[src/rtl/handshake_bcast_tx.sv]
// rtl/handshake_bcast_tx.sv - FIFO-buffered ready/valid broadcaster to NLANES lanes (optional SVA: HANDSHAKE_BCAST_TX_ASSERT_EN)
module handshake_bcast_tx #(
  parameter int WIDTH  = 5,
  parameter int DEPTH  = 4,
  parameter int NLANES = 3,
  parameter int STALLW = 16
) (
  input  logic                       CLK,
  input  logic                       RESET,
  input  logic                       enq_valid,
  output logic                       enq_ready,
  input  logic [WIDTH-1:0]           enq_data,
  input  logic [NLANES-1:0]          enq_mask,
  output logic [NLANES-1:0]          handshake_arr_valid,
  input  logic [NLANES-1:0]          handshake_arr_ready,
  output logic [WIDTH-1:0]           handshake_data,
  output logic [$clog2(DEPTH+1)-1:0] fifo_count,
  output logic [STALLW-1:0]          stall_cnt
);

  localparam int PTRW = $clog2(DEPTH);
  localparam int CNTW = $clog2(DEPTH+1);

  typedef enum logic [1:0] {IDLE = 2'd0, BCAST = 2'd1, PARTIAL = 2'd2} state_e;

  // The head entry lives in the storage at rd_ptr; pending tracks which of its lanes are still owed.
  logic [WIDTH-1:0]  data_mem_q [DEPTH];
  logic [NLANES-1:0] mask_mem_q [DEPTH];
  logic [PTRW-1:0]   wr_ptr_q, wr_ptr_d, rd_ptr_q, rd_ptr_d, rd_next;
  logic [CNTW-1:0]   count_q, count_d;
  logic [NLANES-1:0] pending_q, pending_d, lane_hs;
  logic [STALLW-1:0] stall_q, stall_d;
  state_e            state_q, state_d;
  logic              head_present, enq_fire, enq_store, retire;

  // Ready depends only on registered occupancy, so a full FIFO refuses even while the head pops.
  assign enq_ready  = !RESET && (count_q < CNTW'(DEPTH));
  assign fifo_count = count_q;
  assign stall_cnt  = stall_q;

  // FSM output decode: lanes see the head only while the FSM holds one.
  always_comb begin
    head_present        = (state_q != IDLE);
    handshake_arr_valid = head_present ? pending_q : '0;
    handshake_data      = head_present ? data_mem_q[rd_ptr_q] : '0;
  end

  // Datapath next state: enqueue, per-lane completion, zero-bubble retire/reload, stall count.
  always_comb begin
    lane_hs   = handshake_arr_valid & handshake_arr_ready;
    enq_fire  = enq_valid && enq_ready;
    enq_store = enq_fire && (enq_mask != '0);
    retire    = head_present && ((pending_q & ~lane_hs) == '0);
    rd_next   = rd_ptr_q + PTRW'(1);
    wr_ptr_d  = enq_store ? wr_ptr_q + PTRW'(1) : wr_ptr_q;
    rd_ptr_d  = retire ? rd_next : rd_ptr_q;
    count_d   = count_q + CNTW'(enq_store) - CNTW'(retire);
    if (retire) begin
      if (count_q > CNTW'(1))
        pending_d = mask_mem_q[rd_next];
      else if (enq_store)
        pending_d = enq_mask;
      else
        pending_d = '0;
    end else if (!head_present) begin
      pending_d = enq_store ? enq_mask : '0;
    end else begin
      pending_d = pending_q & ~lane_hs;
    end
    if ((|(handshake_arr_valid & ~handshake_arr_ready)) && (stall_q != '1))
      stall_d = stall_q + STALLW'(1);
    else
      stall_d = stall_q;
  end

  // FSM next state: IDLE until a head loads, PARTIAL once some masked lanes are done.
  always_comb begin
    state_d = state_q;
    case (state_q)
      IDLE: begin
        if (enq_store) state_d = BCAST;
      end
      BCAST, PARTIAL: begin
        if (retire)
          state_d = (count_d != '0) ? BCAST : IDLE;
        else if (pending_d != mask_mem_q[rd_ptr_q])
          state_d = PARTIAL;
      end
      default: state_d = IDLE;
    endcase
  end

  // FSM state register.
  always_ff @(posedge CLK) begin
    if (RESET) state_q <= IDLE;
    else       state_q <= state_d;
  end

  // Control registers; reset drops every queued entry and any pending lanes.
  always_ff @(posedge CLK) begin
    if (RESET) begin
      wr_ptr_q  <= '0;
      rd_ptr_q  <= '0;
      count_q   <= '0;
      pending_q <= '0;
      stall_q   <= '0;
    end else begin
      wr_ptr_q  <= wr_ptr_d;
      rd_ptr_q  <= rd_ptr_d;
      count_q   <= count_d;
      pending_q <= pending_d;
      stall_q   <= stall_d;
    end
  end

  // Entry storage; contents are only visible through a valid head, so no reset is needed.
  always_ff @(posedge CLK) begin
    if (enq_store) begin
      data_mem_q[wr_ptr_q] <= enq_data;
      mask_mem_q[wr_ptr_q] <= enq_mask;
    end
  end

`ifdef HANDSHAKE_BCAST_TX_ASSERT_EN
  for (genvar i = 0; i < NLANES; i++) begin : g_lane_chk
    a_hold: assert property (@(posedge CLK) disable iff (RESET)
      handshake_arr_valid[i] && !handshake_arr_ready[i] |=> handshake_arr_valid[i] && $stable(handshake_data))
      else $error("lane %0d dropped valid or changed data before handshake", i);
  end
  a_count: assert property (@(posedge CLK) disable iff (RESET) count_q <= CNTW'(DEPTH))
    else $error("fifo_count above DEPTH");
  a_full: assert property (@(posedge CLK) disable iff (RESET) !(enq_fire && count_q == CNTW'(DEPTH)))
    else $error("enqueue accepted while full");
  a_subset: assert property (@(posedge CLK) disable iff (RESET) (handshake_arr_valid & ~pending_q) == '0)
    else $error("valid asserted on a lane not pending");
`else
  // Checks compiled out; behaviour is unchanged.
`endif

endmodule

[config.mk]
export PLATFORM = sky130hd
export DESIGN_NAME = handshake_bcast_tx
export DESIGN_NICKNAME = d
export VERILOG_FILES = /design/src/rtl/handshake_bcast_tx.sv
export SDC_FILE = /design/constraint.sdc
export NUM_CORES = 1
export LEC_CHECK = 0
export CORE_MARGIN = 8
export CORE_UTILIZATION = 54
export CTS_CLUSTER_SIZE = 40
export DETAILED_ROUTE_END_ITERATION = 16
export GPL_ROUTABILITY_DRIVEN = 0
export PLACE_DENSITY = 0.79
export SLEW_MARGIN = 0
export SYNTH_ARGS = -nofsm -noshare
export SYNTH_HDL_FRONTEND = slang
export SYNTH_SLANG_ARGS = --single-unit
[constraint.sdc]
create_clock -name CLK -period 3.45 [get_ports CLK]
set_input_delay 0.8625 -clock CLK [delete_from_list [all_inputs] [get_ports CLK]]
set_output_delay 0.8625 -clock CLK [all_outputs]
set_load 0.02 [all_outputs]
# Word-level counts from Yosys, hierarchy flattened
# Memory sizes are Yosys's and may differ from the RTL's. A register that Yosys moved wholly into a read port is not among the register bits.
# Cells that the tools add are included.
totals:
  ff_bits: 28
  ramBits: 32
  input_bits: 14
  out_inout_bits: 28
  wordCells: 57
  n_memories: 2
op_classes:
  n_addsub: 5
  n_lt_le_gt_ge: 2
  n_eq_ne: 6
  mux: 17
  bitwise_logic: 5
  n_reduce_logical: 14
mem_list:
  columns: ["memory", "words", "width", "rd", "rd_ports_with_merged_regs", "wr", "line_no", "rtl"]
  rows:
  - ["data_mem_q", 4, 5, 1, 1, 1, "27", "logic [WIDTH-1:0] data_mem_q [DEPTH];"]
  - ["mask_mem_q", 4, 3, 2, 1, 1, "28", "logic [NLANES-1:0] mask_mem_q [DEPTH];"]
op_table:
  columns: ["cell", "n"]
  rows:
  - ["adder 16 x 1 -> 16 bit, second input constant", 1]
  - ["!= test 16 bit, second input constant", 1]
  - ["two-way mux 3 bit", 5]
  - ["two-way mux 2 bit", 7]
  - ["AND 3 bit", 3]
  - ["NOT 3 bit", 2]
  - ["nonzero test 3 bit", 2]
  - ["logical AND 1 bit", 5]
  - ["two-way mux 5 bit", 1]
  - ["adder 2 x 1 -> 2 bit, second input constant", 2]
  - ["case mux 2 bit (2 select lines)", 1]
  - ["adder 3 x 1 -> 3 bit", 1]
  - ["greater-than comparator 3 x 1 -> 1 bit, second input constant", 1]
  - ["zero test 3 bit", 1]
  - ["< comparator 3 bit, second input constant", 1]
  - ["two-way mux 1 bit", 3]
  - ["!= test 3 bit", 1]
  - ["!= test 3 bit, second input constant", 1]
  - ["OR reduction 3 bit", 1]
  - ["subtractor 3 x 1 -> 3 bit", 1]
  - ["equality test 2 x 1 -> 1 bit, second input constant", 1]
  - ["equality test 2 bit, second input constant", 1]
  - ["zero test 2 bit", 1]
  - ["!= test 2 bit, second input constant", 1]
  - ["4 further kinds", 4]

# Depth between registers and ports, before layout
# Gate-level depths: netlist (run 1).
depth:
  word_depth: 12
  ltp_mapped: 14
  mapped_depth_nobuf: 13

# Least setup slack after synthesis (run 1)
# OpenSTA, ideal clock, no wires.
synth_path:
  path_type: "input-to-reg"
  start: "in RESET"
  end: "reg state_q[0]"
  setup_ns: 0.129
  arrival_ns: 3.017
  required_ns: 3.321
  path_slack_ns: 0.304
  cell_stages: 12
  n_path_buf: 0
  cell_sequence: "nor3b_2 o31a_1 inv_1 ha_1 inv_1 ha_1 fa_1 xor2_1 nand2_1 a32o_1 nand2_1 o32ai_1"
synth_via:
  elab_chain_cells: 10
  word_cells_on_any_way: 18
  classes_between: "add/sub (2); eq/ne (3); mux (7); reduce/logical (6)"
synth_rtl:
  columns: ["item", "line_no", "rtl"]
  rows:
  - ["start, declared", "9", "input logic RESET,"]
  - ["zero test 1 bit", "37", "assign enq_ready = !RESET && (count_q < CNTW'(DEPTH));"]
  - ["logical AND 1 bit", "37", null]
  - ["logical AND 1 bit", "51", "enq_fire = enq_valid && enq_ready;"]
  - ["logical AND 1 bit", "52", "enq_store = enq_fire && (enq_mask != '0);"]
  - ["adder 3 x 1 -> 3 bit / two-way mux 3 bit (equally long branches)", "57, 61, 66", null]
  - ["subtractor 3 x 1 -> 3 bit, or another cell as far along", "57", "count_d = count_q + CNTW'(enq_store) - CNTW'(retire);"]
  - ["nonzero test 3 bit / two-way mux 3 bit (equally long branches)", "85, 58", null]
  - ["two-way mux 1 bit / != test 3 bit (equally long branches)", "85, 86", null]
  - ["two-way mux 2 bit / != test 3 bit (equally long branches)", null, null]
  - ["case mux 2 bit (2 select lines) / AND reduction 2 bit (equally long branches)", null, null]
  - ["end signal, assigned", "96", "else state_q <= state_d;"]
  - ["end, declared", "33", "state_e state_q, state_d;"]
# Several ways; a longest one is shown, not always the timed one.
# A chain may end at the register's enable or synchronous reset.

# Worst setup path in the final report (run 1)
layout_path:
  start: "in RESET"
  end: "out enq_ready"
layout_via:
  elab_chain_cells: 2
layout_rtl:
  columns: ["item", "line_no", "rtl"]
  rows:
  - ["zero test 1 bit", "37", null]
  - ["logical AND 1 bit", "37", null]
  - ["end, declared", "11", "output logic enq_ready,"]
# Every way passes these cells.

==> results of run 1 <==
sequential cells by signal, summed over array words and instances, names as in the netlist, named ones only:
name and cells:
rd_ptr_q 2, mask_mem_q 12, fifo_count 3, data_mem_q 20
stall_cnt 16, wr_ptr_q 2, state_q 2, pending_q 3
Yosys cell counts (5+ instances only):
master    count
and2_1        9
nand3_1       9
ha_1         10
xnor2_1       8
dfxtp_1      30
nor2b_1       5
nand2_1      11
xor2_1       12
edfxtp_1     32
inv_1        13
mux4_2        9
a31oi_1       5
nor2_1       29
logic make-up (layout without fill, tap and decap cells):
kind of cell / count (synthesis) / after routing / share of synthesized area (%)
AND/OR/NAND/NOR: 89 / 89 / 16.4
flip-flops: 62 / 62 / 54.2
AO/OA/AOI/OAI: 21 / 21 / 5.52
buffers and inverters: 21 / 80 / 3.26
XOR/XNOR: 20 / 20 / 6.08
multiplexers: 14 / 14 / 9.51
adder cells (fa/ha/maj): 11 / 11 / 5.04
tightest hold or removal path, cell delays in order (launching register included):
cell and delay [ps]:
dfxtp_1 310, inv_1 70, o32ai_1 80
through the flow:
step,instances,util [%],cell area [µm²]
3_5_place_dp,351,66.3,3410
5_1_grt,367,70.9,3650
6_report,367,70.9,3650
2_1_floorplan,238,-,2880
4_1_cts,367,70.9,3650
3_3_place_gp,351,66.3,3410
metal layers:
| layer | wire [µm] | global-route usage (%) |
|---|---|---|
| met2 | 2820 | 25.9 |
| met3 | 393 | 5.97 |
| met4 | 74 | 6.95 |
| met5 | 0 | 0 |
| met1 | 2530 | 18.9 |
report_power, final:
group	internal (mW)	total, mW	leakage, nW	switching [mW]
combinational	0.237	0.477	0.646	0.241
clock	0.479	0.756	0.114	0.277
sequential	0.823	0.871	0.533	0.0487
total	1.54	2.10	1.29	0.566
area by class of cell:
class	instances	area (µm²)
clock buffer	10	128
clock inverter	6	110
fill	375	1490
inverter	13	48.8
multi-input combinational	155	1220
sequential	62	1560
tap	70	87.6
timing repair buffer	51	485
final timing paths:
kind	slack [ps]	to	cells after the start
worst max-delay path	150	enq_ready	4
worst min-delay path	510	state_q[0]	2
worst max register to register	870	state_q[0]	13
worst min register to register	510	state_q[0]	2
==> metrics.yaml, run 1 <==
hold_viol_final: 0
cts-resized-gates: 0
drive_gt1_share_pct: 13.8
rows: 26
path_max_fanout: 32
grt_usage_pct: 16.1
worstSetupStartpointType: "input pin"
avgViaCountPerCell: 5.44
crit_path_start: "RESET"
clock_path_buffers: 2
die-area_mm2: 0.00793
fin_tns_setup_ps: 0
syn_to_final_growth_pct: 26.6
p_leak_nw: 1.29
async_flop_share_pct: 0
cp_slowest_stage_delay_ps: 650
htree_levels: 3
crit_path_end_kind: "output port"
synth_cells: 238
syn_area_per_cell_um2: 12.1
slew_headroom_pct: 66.0
grt_max_degree: 33
cts_tree: "done"
synthTopCellsByArea: "edfxtp_1 33%, dfxtp_1 21%, mux4_2 7.0%"
required_ps: 2590
grt_pass1_wl_um: 9590
pre_cts_ws_ps: 2.36
ant_nets: 0
core_mm2: 0.00514
clk_pin_slew_ps: 70
ys_seq_area_share_pct: 54.2
detail_route.first_pass.iterations: 4
finalMaxSlewViolations: 0
crit_chain: "clkdlybuf4s50_1 > buf_4 > nor2_1 > clkdlybuf4s50_1"
routedWlPerCell_um: 15.9
setup_ws_ps: 149
crit_slowest_cell: "clkdlybuf4s50_1"
root_buffer: "clkbuf_8"
cp_top_family: "buffers and inverters"
ys_ff_latch: 62
start_util_pct: 56.0
antenna_found_initial: 0
syn_area_mm2: 0.00288
fin_skew_ps: 7.98
final_common_cell: "clkdlybuf4s50_1"
ys_warn_count: 0
die_w_um: 89.0
post-route-period-util_pct: 95.7
hold_start: "state_q[0]"
overflow: 0
numCtsBuffers: 9
synth_flop_cell: "edfxtp_1"
synth-edff-count: 32
dp_hpwl_um: 4190
fin_nets: 317
setup_violations: 0
crit_type: "input pin to output port"
synth_cell_types: 46
critPathBufInv: 3
synth_top_area_cell: "edfxtp_1"
post-cts-setup-buffers: 0
hold_buffers: 0
cts_sinks: 62
clock_latency_ps: 330
crit_top_cell: "clkdlybuf4s50_1"
syn_nets: 263
drv_cap: 0
diodes: 0
whs_ps: 512
total_power_mw: 2.10
timing.rr.start: "state_q[0]"
wl_um: 5820
hold_class: "flop to flop"
die_h_um: 89.0
via_count: 1995
period_minus_slack_ps: 3300
mostFrequentLayoutCells: "41 x clkdlybuf4s50_1, 32 x edfxtp_1, 30 x dfxtp_1"
initialDrtViolationCount: 107
port_buffers: 41
worst_slew_pin_slew_ps: 506
yosys.area.top_type_share_pct: 33.4
cp_data_arrival_time_ps: 2440
grt_pass1_vias: 2064
max_freq_mhz: 303
drc_errors: 0
status: "complete, no violations"
pin_count: 42
ir_drop_mv: 0.388
rsz0062_at_grt: "no"
power-per-cell-area_mw_per_mm2: 577
Power figures use the tool's default switching activity.
==> run 2, diff against run 1 <==
--- a/config.mk
+++ b/config.mk
@@ -9,7 +9,6 @@
 export CORE_UTILIZATION = 54
 export CTS_CLUSTER_SIZE = 40
 export DETAILED_ROUTE_END_ITERATION = 16
-export GPL_ROUTABILITY_DRIVEN = 0
 export PLACE_DENSITY = 0.79
 export SLEW_MARGIN = 0
 export SYNTH_ARGS = -nofsm -noshare
==> results of run 2 <==
No change in the layout: final DEF, timing and power equal those of run 1.
==> run 3, diff against run 2 <==
==> constraint.sdc (replaced) <==
create_clock -name CLK -period 3.4 [get_ports CLK]
set_input_delay 0.85 -clock CLK [delete_from_list [all_inputs] [get_ports CLK]]
set_output_delay 0.85 -clock CLK [all_outputs]
set_load 0.02 [all_outputs]
==> run 3 against run 2 <==
Against the previous run:
- die area is the same
- core utilization about the same
- setup slack worse by 17 ps
- register-to-register slack better by 80 ps
- sequential power rose by 1%
- worst hold slack worse by 1.6 ps
- clock-buffer cell count increased by 3
- critical path type unchanged
==> metrics.yaml, run 3 (synthesis gave the netlist of run 1 again) <==
status: "complete, no violations"
slew_headroom_pct: 66.7
final_common_cell: "clkdlybuf4s50_1"
initialDrtViolationCount: 154
fin_nets: 320
power-per-cell-area_mw_per_mm2: 581
p_leak_nw: 1.30
grt_pass1_vias: 2067
clock_path_buffers: 2
start_util_pct: 56.0
drv_cap: 0
die-area_mm2: 0.00793
post-cts-setup-buffers: 0
diodes: 0
avgViaCountPerCell: 5.42
placed_cell_area_mm2: 0.00343
ir_drop_mv: 0.286
overflow: 0
mostFrequentLayoutCells: "41 x clkdlybuf4s50_1, 32 x edfxtp_1, 30 x dfxtp_1"
p_int_mw: 1.53
met1_usage_pct: 19.4
hold_buffers: 0
use_met3_pct: 6.62
period_minus_slack_ps: 3270
drc_errors: 0
port_buffers: 41
root_buffer: "clkbuf_8"
crit_path_end_kind: "output port"
worst_slew_pin_slew_ps: 495
clock_latency_ps: 330
cts_tree: "done"
share_clk_of_total_power_pct: 33.5
gp_congestion: 0.815
grt_usage_pct: 16.9
fin_tns_setup_ps: 0
cts-resized-gates: 0
path_max_fanout: 32
syn_to_final_growth_pct: 26.6
hold_viol_final: 0
p_sw_share_pct: 27.6
design_area_mm2: 0.00365
globalRouteMet2Util_pct: 26.9
wl_um: 6030
total_power_mw: 2.12
antenna_found_initial: 0
largest_register_ffs: 20
routedWlPerCell_um: 16.3
cp_data_arrival_time_ps: 2420
worstSetupStartpointType: "input pin"
clk_pin_slew_ps: 60
via_count: 2007
finalMaxSlewViolations: 0
power_frac_comb_pct: 24.8
p_seq_share_pct: 41.7
htree_levels: 3
die_w_um: 89.0
cts_sinks: 62
dp_hpwl_um: 4280
grt-busiest-layer: "met2"
required_ps: 2550
core_mm2: 0.00514
crit_type: "input pin to output port"
rows: 26
setup_violations: 0
drive_gt1_share_pct: 14.3
ant_nets: 0
hold_class: "flop to flop"
grt_pass1_wl_um: 9890
final_util_pct: 71.0
detail_route.first_pass.iterations: 4
rsz0062_at_grt: "no"
numCtsBuffers: 9
regMostFlops: "data_mem_q"
fin_skew_ps: 8.00
switchingPower_uw: 585
post-route-period-util_pct: 96.1
die_h_um: 89.0
max_freq_mhz: 306
grt_max_degree: 33
pin_count: 42
==> run 3: changes by cell type in the layout (fill, tap and decap cells not counted), sizes merged <==
cell | previous run | this run
clkinv | 2 | 0
bufinv | 3 | 2
clkbuf | 10 | 13
buf | 10 | 13
==> run 3: power by group through the flow <==
stage               sequential [mW]  clock (mW)  combinational [mW]
floorplan                     0.889           0               0.340
global placement              0.899           0               0.508
detailed placement            0.902           0               0.518
CTS                           0.886       0.719               0.529
global route                  0.894       0.757               0.574
finish                        0.884       0.709               0.525
==> run 3: path summary, 6_finish.rpt <==
check              from          to  slack (ps)  cells past startpoint
min          state_q[0]  state_q[0]         510                      2
max reg2reg  state_q[1]  state_q[0]         950                     13
max               RESET   enq_ready         130                      4
min reg2reg  state_q[0]  state_q[0]         510                      2
==> run 3: area by class of cell <==
| type | count | area [µm²] |
|---|---|---|
| well taps | 70 | 87.6 |
| flip-flops and latches | 62 | 1560 |
| inverters | 13 | 48.8 |
| repair buffers | 54 | 508 |
| fillers | 400 | 1490 |
| multi-input cells | 155 | 1220 |
| clock buffers | 13 | 149 |
| clock inverters | 3 | 67.6 |
==> run 3: metrics by stage <==
step / instances / hold WS [ps] / setup slack [ps]
final: 370 / 510 / 132
after global routing: 370 / 561 / 95.4
after CTS: 370 / 518 / 148
after detailed placement: 354 / 506 / -38.9
after global placement: 354 / 495 / 19.3
after floorplan: 238 / 482 / 266
==> run 3: metal layers <==
metal | routed length [µm] | part of all wire (%)
met5 | 0 | 0
met4 | 110 | 1.8
met3 | 359 | 6.0
met2 | 2990 | 50
met1 | 2560 | 43
==> run 3: worst max-delay path: stages <==
cell	delay, ps
clkdlybuf4s50_1	530
buf_4	350
nor2_1	110
clkdlybuf4s50_1	570
